File: src/rtl/cgra_pkg.sv
// Shared CGRA parameters and types used by the data bus mux.
package cgra_pkg;

    localparam int N_COL               = 4;
    localparam int N_COL_LOG2          = $clog2(N_COL);
    localparam int DATA_BUS_ADD_WIDTH  = 32;
    localparam int DATA_BUS_DATA_WIDTH = 32;
    localparam int DATA_BUS_MUX_DEPTH  = 4;

    typedef struct packed {
        logic [N_COL_LOG2-1:0] col_id;
        logic                  is_read;
    } data_bus_mux_entry_t;

    // Round-robin successor of a column index.
    function automatic logic [N_COL_LOG2-1:0] next_col(input logic [N_COL_LOG2-1:0] idx);
        if (idx == N_COL_LOG2'(N_COL - 1)) begin
            return '0;
        end else begin
            return idx + N_COL_LOG2'(1);
        end
    endfunction

endpackage

File: src/rtl/data_bus_mux_resp_fifo.sv
// In-order queue of outstanding data bus transactions ({col_id, is_read}).
module data_bus_mux_resp_fifo
    import cgra_pkg::*;
#(
    parameter int DEPTH = 4
) (
    input  logic                clk_i,
    input  logic                rst_i,
    input  logic                push_i,
    input  data_bus_mux_entry_t entry_i,
    input  logic                pop_i,
    output logic                full_o,
    output logic                empty_o,
    output data_bus_mux_entry_t head_o
);

    localparam int AW = $clog2(DEPTH);

    data_bus_mux_entry_t mem_q [DEPTH];
    data_bus_mux_entry_t mem_d [DEPTH];
    logic [AW-1:0]       wr_ptr_q, wr_ptr_d;
    logic [AW-1:0]       rd_ptr_q, rd_ptr_d;
    logic [AW:0]         count_q, count_d;
    logic                do_push;
    logic                do_pop;

    assign full_o  = (count_q == (AW+1)'(DEPTH));
    assign empty_o = (count_q == '0);
    assign head_o  = mem_q[rd_ptr_q];
    assign do_push = push_i & ~full_o;
    assign do_pop  = pop_i & ~empty_o;

    // Next-state for storage, pointers and occupancy.
    always_comb begin
        mem_d    = mem_q;
        wr_ptr_d = wr_ptr_q;
        rd_ptr_d = rd_ptr_q;
        count_d  = count_q;
        if (do_push) begin
            mem_d[wr_ptr_q] = entry_i;
            wr_ptr_d        = wr_ptr_q + AW'(1);
        end else begin
            wr_ptr_d = wr_ptr_q;
        end
        if (do_pop) begin
            rd_ptr_d = rd_ptr_q + AW'(1);
        end else begin
            rd_ptr_d = rd_ptr_q;
        end
        case ({do_push, do_pop})
            2'b10:   count_d = count_q + (AW+1)'(1);
            2'b01:   count_d = count_q - (AW+1)'(1);
            default: count_d = count_q;
        endcase
    end

    // State registers.
    always_ff @(posedge clk_i) begin
        if (rst_i) begin
            for (int i = 0; i < DEPTH; i++) begin
                mem_q[i] <= '0;
            end
            wr_ptr_q <= '0;
            rd_ptr_q <= '0;
            count_q  <= '0;
        end else begin
            mem_q    <= mem_d;
            wr_ptr_q <= wr_ptr_d;
            rd_ptr_q <= rd_ptr_d;
            count_q  <= count_d;
        end
    end

endmodule

File: src/rtl/data_bus_mux.sv
// Merges N_COL column data bus masters onto one system master port.
// Define DATA_BUS_MUX_RR_EN for round-robin arbitration; default is fixed priority.
module data_bus_mux #(
    parameter int N_COL       = cgra_pkg::N_COL,
    parameter int OUTST_DEPTH = cgra_pkg::DATA_BUS_MUX_DEPTH
) (
    input  logic                                               clk_i,
    input  logic                                               rst_i,
    input  logic [N_COL-1:0]                                   col_req_i,
    input  logic [N_COL-1:0][cgra_pkg::DATA_BUS_ADD_WIDTH-1:0]  col_add_i,
    input  logic [N_COL-1:0]                                   col_wen_i,
    input  logic [N_COL-1:0][3:0]                              col_be_i,
    input  logic [N_COL-1:0][cgra_pkg::DATA_BUS_DATA_WIDTH-1:0] col_wdata_i,
    output logic [N_COL-1:0]                                   col_gnt_o,
    output logic [N_COL-1:0][cgra_pkg::DATA_BUS_DATA_WIDTH-1:0] col_rdata_o,
    output logic [N_COL-1:0]                                   col_rvalid_o,
    output logic                                               mst_req_o,
    output logic [cgra_pkg::DATA_BUS_ADD_WIDTH-1:0]             mst_add_o,
    output logic                                               mst_wen_o,
    output logic [3:0]                                         mst_be_o,
    output logic [cgra_pkg::DATA_BUS_DATA_WIDTH-1:0]            mst_wdata_o,
    input  logic                                               mst_gnt_i,
    input  logic [cgra_pkg::DATA_BUS_DATA_WIDTH-1:0]            mst_rdata_i,
    input  logic                                               mst_rvalid_i,
    output logic                                               err_o
);

    import cgra_pkg::*;

    localparam int COL_W = N_COL_LOG2;

    logic                any_req;
    logic                full;
    logic                empty;
    logic                grant;
    logic                use_lock;
    logic                lock_drop;
    logic                found;
    int                  cand;
    logic [COL_W-1:0]    win;
    data_bus_mux_entry_t push_entry;
    data_bus_mux_entry_t head;

    logic                locked_q, locked_d;
    logic [COL_W-1:0]    lock_idx_q, lock_idx_d;
    logic                err_q, err_d;
`ifdef DATA_BUS_MUX_RR_EN
    logic [COL_W-1:0]    rr_q, rr_d;
`endif

    assign any_req   = |col_req_i;
    assign lock_drop = locked_q & ~col_req_i[lock_idx_q];
    assign use_lock  = locked_q & col_req_i[lock_idx_q];
    assign mst_req_o = any_req & ~full;
    assign grant     = mst_req_o & mst_gnt_i;
    assign err_o     = err_q;

    // Winner selection: held lock, else first requester from the search start.
    always_comb begin
        win   = '0;
        found = 1'b0;
        cand  = 0;
        if (use_lock) begin
            win = lock_idx_q;
        end else begin
            for (int i = 0; i < N_COL; i++) begin
`ifdef DATA_BUS_MUX_RR_EN
                cand = (int'(rr_q) + i) % N_COL;
`else
                cand = i;
`endif
                if (!found && col_req_i[cand]) begin
                    found = 1'b1;
                    win   = COL_W'(cand);
                end else begin
                    found = found;
                end
            end
        end
    end

    // Master request fields and column grant.
    always_comb begin
        col_gnt_o = '0;
        if (any_req) begin
            mst_add_o   = col_add_i[win];
            mst_wen_o   = col_wen_i[win];
            mst_be_o    = col_be_i[win];
            mst_wdata_o = col_wdata_i[win];
        end else begin
            mst_add_o   = '0;
            mst_wen_o   = 1'b0;
            mst_be_o    = 4'h0;
            mst_wdata_o = '0;
        end
        if (grant) begin
            col_gnt_o[win] = 1'b1;
        end else begin
            col_gnt_o = '0;
        end
    end

    // Response routing: data broadcast, valid only to the reading column at the head.
    always_comb begin
        col_rvalid_o = '0;
        for (int k = 0; k < N_COL; k++) begin
            col_rdata_o[k] = mst_rdata_i;
        end
        if (mst_rvalid_i && !empty && head.is_read) begin
            col_rvalid_o[head.col_id] = 1'b1;
        end else begin
            col_rvalid_o = '0;
        end
    end

    // Lock, error and arbitration pointer next-state.
    always_comb begin
        locked_d   = locked_q;
        lock_idx_d = lock_idx_q;
        err_d      = err_q;
        if (lock_drop || (mst_rvalid_i && empty)) begin
            err_d = 1'b1;
        end else begin
            err_d = err_q;
        end
        if (mst_req_o && !mst_gnt_i) begin
            locked_d   = 1'b1;
            lock_idx_d = win;
        end else if (grant || lock_drop) begin
            locked_d = 1'b0;
        end else begin
            locked_d = locked_q;
        end
`ifdef DATA_BUS_MUX_RR_EN
        if (grant) begin
            rr_d = next_col(win);
        end else begin
            rr_d = rr_q;
        end
`endif
    end

    // Control registers.
    always_ff @(posedge clk_i) begin
        if (rst_i) begin
            locked_q   <= 1'b0;
            lock_idx_q <= '0;
            err_q      <= 1'b0;
`ifdef DATA_BUS_MUX_RR_EN
            rr_q       <= '0;
`endif
        end else begin
            locked_q   <= locked_d;
            lock_idx_q <= lock_idx_d;
            err_q      <= err_d;
`ifdef DATA_BUS_MUX_RR_EN
            rr_q       <= rr_d;
`endif
        end
    end

    assign push_entry.col_id  = win;
    assign push_entry.is_read = col_wen_i[win];

    data_bus_mux_resp_fifo #(
        .DEPTH (OUTST_DEPTH)
    ) u_resp_fifo (
        .clk_i   (clk_i),
        .rst_i   (rst_i),
        .push_i  (grant),
        .entry_i (push_entry),
        .pop_i   (mst_rvalid_i),
        .full_o  (full),
        .empty_o (empty),
        .head_o  (head)
    );

endmodule

File: config.mk
export PLATFORM = sky130hd
export DESIGN_NAME = data_bus_mux
export DESIGN_NICKNAME = d
export VERILOG_FILES = /design/src/rtl/cgra_pkg.sv /design/src/rtl/data_bus_mux_resp_fifo.sv /design/src/rtl/data_bus_mux.sv
export SDC_FILE = /design/constraint.sdc
export NUM_CORES = 1
export LEC_CHECK = 0
export ABC_CLOCK_PERIOD_IN_PS = 2900
export CORE_AREA = 4 4 203 205
export CTS_BUF_LIST = sky130_fd_sc_hd__clkbuf_8
export DETAILED_ROUTE_END_ITERATION = 8
export DIE_AREA = 0 0 207 209
export DONT_BUFFER_PORTS = 1
export GPL_TIMING_DRIVEN = 0
export HOLD_SLACK_MARGIN = 0.02
export PLACE_DENSITY_LB_ADDON = 0.05
export SYNTH_ARGS = -nofsm -noshare
export SYNTH_HDL_FRONTEND = slang
export SYNTH_HIERARCHICAL = 1
export SYNTH_SLANG_ARGS = --single-unit
export TNS_END_PERCENT = 10
File: constraint.sdc
create_clock -name clk_i -period 2.9 [get_ports clk_i]
set_input_delay 0.29 -clock clk_i [delete_from_list [all_inputs] [get_ports clk_i]]
set_output_delay 0.29 -clock clk_i [all_outputs]
set_load 0.005 [all_outputs]
==> results of run 1 <==
## stage by stage
step | instance area (sq um) | setup WS, ps | hold WS [ps] | util
4_1_cts | 5720 | -93.6 | 57.2 | 0.145
5_1_grt | 5790 | -124 | 60.9 | 0.147
2_1_floorplan | 4530 | 227 | 362 | -
3_3_place_gp | 5190 | -553 | 366 | 0.132
3_5_place_dp | 5190 | -694 | 368 | 0.132
6_report | 5790 | -37.3 | 75.8 | 0.147
## Yosys cell counts (2+ instances only)
master,instances,share of area
a211oi_1,2,0.0033
a21oi_1,8,0.0088
a221o_1,68,0.15
and2_1,3,0.0041
and2b_1,11,0.018
buf_2,3,0.0033
buf_4,129,0.21
buf_6,9,0.022
clkbuf_1,18,0.015
dfxtp_1,23,0.10
dlymetal6s2s_1,3,0.0083
ha_1,5,0.014
inv_1,12,0.0099
mux2_1,64,0.16
mux2_2,2,0.0050
mux2_4,5,0.017
mux2i_1,15,0.033
mux4_2,3,0.015
nand2_1,6,0.0050
nand2b_1,16,0.022
nand3_1,4,0.0044
nor2_1,17,0.014
nor2b_1,59,0.081
nor3_1,7,0.0077
o21ai_0,5,0.0055
o31ai_1,2,0.0033
or2_2,2,0.0028
or3_1,3,0.0041
xor2_1,3,0.0058
## sequential cells by signal, summed over array words and instances, names as in the netlist
register	flops
u_resp_fifo/mem_q	12
u_resp_fifo/count_q	3
lock_idx_q	2
u_resp_fifo/rd_ptr_q	2
u_resp_fifo/wr_ptr_q	2
err_o	1
locked_q	1
## kinds of logic (layout without fill, tap and decap cells)
kind of cell	after synthesis	after routing	synth area share
compound gates	91	91	0.189
xor+xnor	3	3	0.00580
fa+ha+maj	6	6	0.0182
buf+inv	176	202	0.275
flops	23	23	0.102
mux	90	90	0.232
other cells	0	3	0
simple gates	136	136	0.179
## power groups by stage
stage	sequential (mW)	combinational (mW)	clock, mW
floorplan	0.413	0.937	0
global placement	0.431	1.27	0
detailed placement	0.429	1.28	0
CTS	0.424	1.47	0.233
global route	0.444	1.57	0.242
finish	0.434	1.45	0.215
## timing repair
action,4_1_cts,5_1_grt
setup buffers,20,1
resized for setup,68,23
hold endpoints to repair,0,0
setup endpoints to repair,76,72
pin swaps,47,26
cloned,2,1
## worst paths after layout
| kind | start | end | slack [ps] | cells past startpoint |
|---|---|---|---|---|
| worst min register to register | u_resp_fifo/mem_q[9]$_SDFFE_PP0P_ | u_resp_fifo/mem_q[9]$_SDFFE_PP0P_ | 480 | 2 |
| worst min-delay path | rst_i | err_o$_SDFFE_PP0P_ | 80 | 1 |
| worst max register to register | u_resp_fifo/count_q[0]$_SDFFE_PP0P_ | u_resp_fifo/count_q[2]$_SDFFE_PP0P_ | 180 | 14 |
| worst max-delay path | lock_idx_q[0]$_SDFFE_PP0P_ | mst_be_o[0] | -40 | 8 |
## placed cells by master (no fill, tap or decap), types with 4 or more instances in the layout
cell type | netlist | layout
nor3_1 | 7 | 7
a221o_1 | 68 | 66
nand2_1 | 6 | 5
mux2_4 | 5 | 42
nand2b_1 | 16 | 16
mux2i_1 | 15 | 14
clkbuf_2 | 1 | 7
ha_1 | 5 | 5
buf_12 | 0 | 10
buf_2 | 3 | 6
nor2b_1 | 59 | 58
inv_1 | 12 | 10
clkbuf_1 | 18 | 7
nor2_1 | 17 | 15
dfxtp_1 | 23 | 18
o21ai_0 | 5 | 5
buf_4 | 129 | 146
a21oi_1 | 8 | 8
and2b_1 | 11 | 11
mux2_1 | 64 | 28
nand3_1 | 4 | 4
## final cells by class
cell class / count / area (sq um) / area share
clock inverters: 1 / 5.00 / 0.000864
diodes: 3 / 7.51 / 0.00130
inverters: 12 / 45.0 / 0.00777
repair buffers: 24 / 305 / 0.0527
flip-flops and latches: 23 / 472 / 0.0814
well taps: 525 / 657 / 0.113
plain buffers: 162 / 1250 / 0.215
multi-input cells: 326 / 3020 / 0.520
clock buffers: 3 / 41.3 / 0.00713
## metal layers
| metal | vias up | part of all wire |
|---|---|---|
| met5 | - | 0 |
| met4 | 0 | 0.017 |
| met3 | 18 | 0.072 |
| met2 | 238 | 0.55 |
| met1 | 1938 | 0.36 |
| li1 | 1824 | - |
==> key figures, run 1 <==
Setup path
  • Critical path's slowest cell: dfxtp_4
  • Worst EP arrival: 2650 ps
  • Critical Path Start Type: register
  • Crit path buffers/inverters: 3
  • Critical Path RT: 2610 ps
  • Crit path cell chain: mux2_4, a22oi_4, mux2i_4, buf_12, buf_12, clkbuf_16, mux2_4, a221o_1
  • Worst path top cell family by delay: multiplexers
  • CP peak stage delay: 380 ps
  • Crit Path Class: reg -> out
  • Critical path peak fanout: 7
  • Worst setup EP type: output port

Global route
  • GR Util met3: 0.0302
  • Met1 usage: 0.119
  • Total Routing Usage GR: 0.110
  • M2 GR Usage: 0.217
  • Pin count of the biggest net entering global routing: 20
  • GRT busiest layer: met2
  • GRT Residual Overflow: 0
  • First-pass GRT wire length: 35500 um
  • Vias in the first global route: 4480
  • Initial antenna violation count: 6

Timing
  • RSZ-0062 raised after global routing: yes
  • Final period utilization: 1.01
  • Final setup viols: 15
  • Rel. slew slack: 0.558
  • Worst Skew: 4.04 ps
  • Final hold violations: 0
  • Worst setup margin: -37.3 ps
  • Final number of max-transition violations: 0
  • F_max: 340 MHz
  • Tmin final: 2940 ps
  • TNS Setup: -241 ps
  • Worst Tran Pin Value: 658 ps

Power and ir drop
  • Logic pwr share: 0.691
  • VDD IR max: 0.120 mV
  • Internal power: 1.22 mW
  • Leakage power: 2.49 nW
  • Power Dens Cells: 362 nW/um^2
  • Sw Ratio: 0.418
  • Total power: 2.10 mW
  • Psw: 0.878 mW
  • Clock power share: 0.102
  • Seq pwr share: 0.206

Logic synthesis
  • Sequential fraction of the synthesis area: 0.102
  • Post-Syn Instances: 525
  • Synth Net Count: 847
  • Seq cells post-synth: 23
  • Number of synthesized flops with an enable pin: 0
  • Ys flop type: dfxtp_1
  • Post-synth ARST share: 0
  • Mapped cell area: 4530 sq um
  • Yosys warns: 6
  • Syn_area_per_cell: 8.63 sq um
  • Unique masters post-synth: 47

Floorplan
  • I/O pins: 523
  • CORE AREA: 39500 sq um
  • Die area: 43300 sq um
  • Die Wd: 207 um
  • Die Height: 209 um
  • # rows: 73
  • Initial Utilization: 0.115

Finish
  • Fill count: 4547
  • Final net count: 874
  • Final cell count without fillers: 1079
  • Share of layout cells above drive strength 1: 0.456
  • Area Overhead vs Synth: 27.8%

Clock tree
  • CTS tree: built
  • Clock slew at reported path FFs: 90 ps
  • Post-CTS Hold Fix Bufs: 0
  • Worst-case clock buffer depth: 2
  • Clock net sink count: 23
  • Root Buffer: clkbuf_8
  • H-Tree Depth: 1
  • Clock Latency Late Sink: 270 ps
  • Num CTS Buffers: 3

Drt
  • WL final: 26300 um
  • Drt drc: 0
  • DR pass1 iterations: 4
  • Vias: 4018
  • Drt via density: 3.72
  • Routed Antenna Nets: 0
  • DR WL/cell: 24.4 um
  • Initial drt markers: 139

Placed design
  • Final Wtd Congestion: 0.775
  • HPWL Detailed: 23000 um
  • # port buffers: 0
  • Placed insts: 1050

Worst hold path
  • Worst hold path class: in -> reg

Status
  • Violations in the final reports: negative setup slack
  • Outcome: complete, but fails checks

Run
  • Max Cap Viol: 0
No activity file was read; power rests on OpenSTA's default activity.
==> run 2: changes to the inputs <==
- ABC_CLOCK_PERIOD_IN_PS: 2900 -> 3500
- MAX_ROUTING_LAYER: not set -> met4
- clock period: 2.9 -> 3.5 ns (I/O delays scaled with it)
==> run 2 against run 1 <==
Net effect: the flow now finishes without violations; core utilization down 1.2 points; die area unchanged; critical path depth unchanged; largest cell class unchanged.
==> key figures, run 2 (synthesized netlist as in run 1, its figures left out) <==
Status
  • Outcome: finished clean

Floorplan
  • I/O pins: 523
  • CORE AREA: 39500 sq um
  • # rows: 73
  • Die area: 43300 sq um
  • Die Height: 209 um
  • Die Wd: 207 um
  • Initial Utilization: 0.115

Run
  • Max Cap Viol: 0

Global route
  • Vias in the first global route: 4407
  • GRT Residual Overflow: 0
  • Pin count of the biggest net entering global routing: 14
  • Initial antenna violation count: 7
  • First-pass GRT wire length: 34900 um
  • Total Routing Usage GR: 0.112

Timing
  • Rel. slew slack: 0.568
  • Final setup viols: 0
  • Final number of max-transition violations: 0
  • Tmin final: 3250 ps
  • Final hold violations: 0
  • Worst Skew: 5.78 ps
  • Final period utilization: 0.929
  • TNS Setup: 0 ps
  • RSZ-0062 raised after global routing: yes
  • F_max: 307 MHz
  • Worst Tran Pin Value: 646 ps

Drt
  • Drt via density: 3.67
  • DR WL/cell: 24.2 um
  • Drt drc: 0
  • DR pass1 iterations: 5
  • Routed Antenna Nets: 0
  • Vias: 3888
  • Initial drt markers: 134
  • WL final: 25700 um

Setup path
  • Crit Path Class: reg -> out
  • Register-to-Register Path Depth: 14
  • Critical Path Start Type: register
  • Crit. path cell count: 8
  • Crit path from: lock_idx_q[0]$_SDFFE_PP0P_
  • Worst setup EP type: output port
  • Worst path top cell family by delay: multiplexers
  • Critical path peak fanout: 10
  • Worst EP arrival: 2900 ps
  • Critical Path RT: 3150 ps
  • Most used cell, CP: buf_6
  • RR Startpoint: u_resp_fifo/count_q[2]$_SDFFE_PP0P_
  • Crit path buffers/inverters: 3
  • Critical path's slowest cell: a221o_1
  • CP peak stage delay: 440 ps
  • Crit path cell chain: buf_6, mux2_2, a22oi_4, mux2i_4, buf_12, buf_6, mux2_1, a221o_1

Finish
  • Final net count: 853
  • Largest Register: u_resp_fifo/mem_q
  • Max reg flops: 12
  • Biggest regs: u_resp_fifo/mem_q: 12 flops, u_resp_fifo/count_q: 3 flops
  • Share of layout cells above drive strength 1: 0.321
  • Commonest non-fill, non-tap cell in the layout: buf_4
  • Area Overhead vs Synth: 17.1%
  • Final core occ: 0.135
  • Most frequent cells in the layout: buf_4, a221o_1, mux2_1, nor2b_1, dfxtp_1
  • Fill count: 4582
  • Final cell count without fillers: 1060

Worst hold path
  • Hold path depth: 1
  • Hold_sp: rst_i
  • Worst hold path class: in -> reg

Power and ir drop
  • Total power: 1.57 mW
  • Leakage power: 2.12 nW
  • VDD IR max: 0.0985 mV
  • Power Dens Cells: 296 nW/um^2

Placed design
  • Final Wtd Congestion: 0.786
  • Placed insts: 1050
  • HPWL Detailed: 23000 um
  • # port buffers: 0

Clock tree
  • H-Tree Depth: 1
  • Post-CTS Hold Fix Bufs: 0
  • Clock Latency Late Sink: 270 ps
  • CTS tree: built
  • Clock slew at reported path FFs: 100 ps
  • Worst-case clock buffer depth: 2
  • Num CTS Buffers: 3
  • Root Buffer: clkbuf_8
  • Clock net sink count: 23
run 2: changes by cell type in the layout (fill, tap and decap cells not counted), moves of 5 or more:
cell and change:
clkbuf_1 +9, dfxtp_1 +5, mux2_4 -37, buf_12 -8, buf_6 +6, buf_4 -16, mux2_1 +36
run 2: power by group:
part	leakage (nW)	internal [mW]	switching, mW
clock network	0.0255	0.0798	0.0992
registers	0.188	0.309	0.0407
logic	1.91	0.492	0.551
total	2.12	0.881	0.691
run 2: final timing paths:
path / slack [ps] / end
setup / recovery: 250 / mst_add_o[26]
hold / removal: 130 / err_o$_SDFFE_PP0P_
setup reg to reg: 460 / u_resp_fifo/count_q[2]$_SDFFE_PP0P_
hold reg to reg: 480 / u_resp_fifo/mem_q[9]$_SDFFE_PP0P_
run 2: repair_timing:
item                                   CTS  global route
setup buffers                            2             0
setup endpoints to repair               70            14
resized for setup                        5             3
pin swaps                                1             0
endpoints found under the hold margin    0             0
run 2: cell type report:
class,count,area [sq um],area share
Clock buffer,3,41.3,0.00778
Buffer,163,1190,0.225
Tap cell,525,657,0.124
Clock inverter,1,5.00,0.000943
Sequential cell,23,460,0.0868
Inverter,12,45.0,0.00849
Antenna cell,5,12.5,0.00236
Multi-Input combinational cell,326,2850,0.537
Timing Repair Buffer,2,40.0,0.00754
run 2: per-stage QoR:
stage	cell area (sq um)	worst slack, ps	hold slack [ps]
6_report	5310	247	134
2_1_floorplan	4530	759	422
5_1_grt	5310	-17.3	120
3_3_place_gp	5190	-73.1	426
3_5_place_dp	5190	-214	428
4_1_cts	5310	29.5	120
run 2: routing by layer:
layer	track usage	up-vias	routed length, um
met2	0.211	235	14000
met1	0.120	1849	9300
met3	0.0273	18	1840
met5	-	-	0
met4	0.0217	0	541
li1	-	1786	-
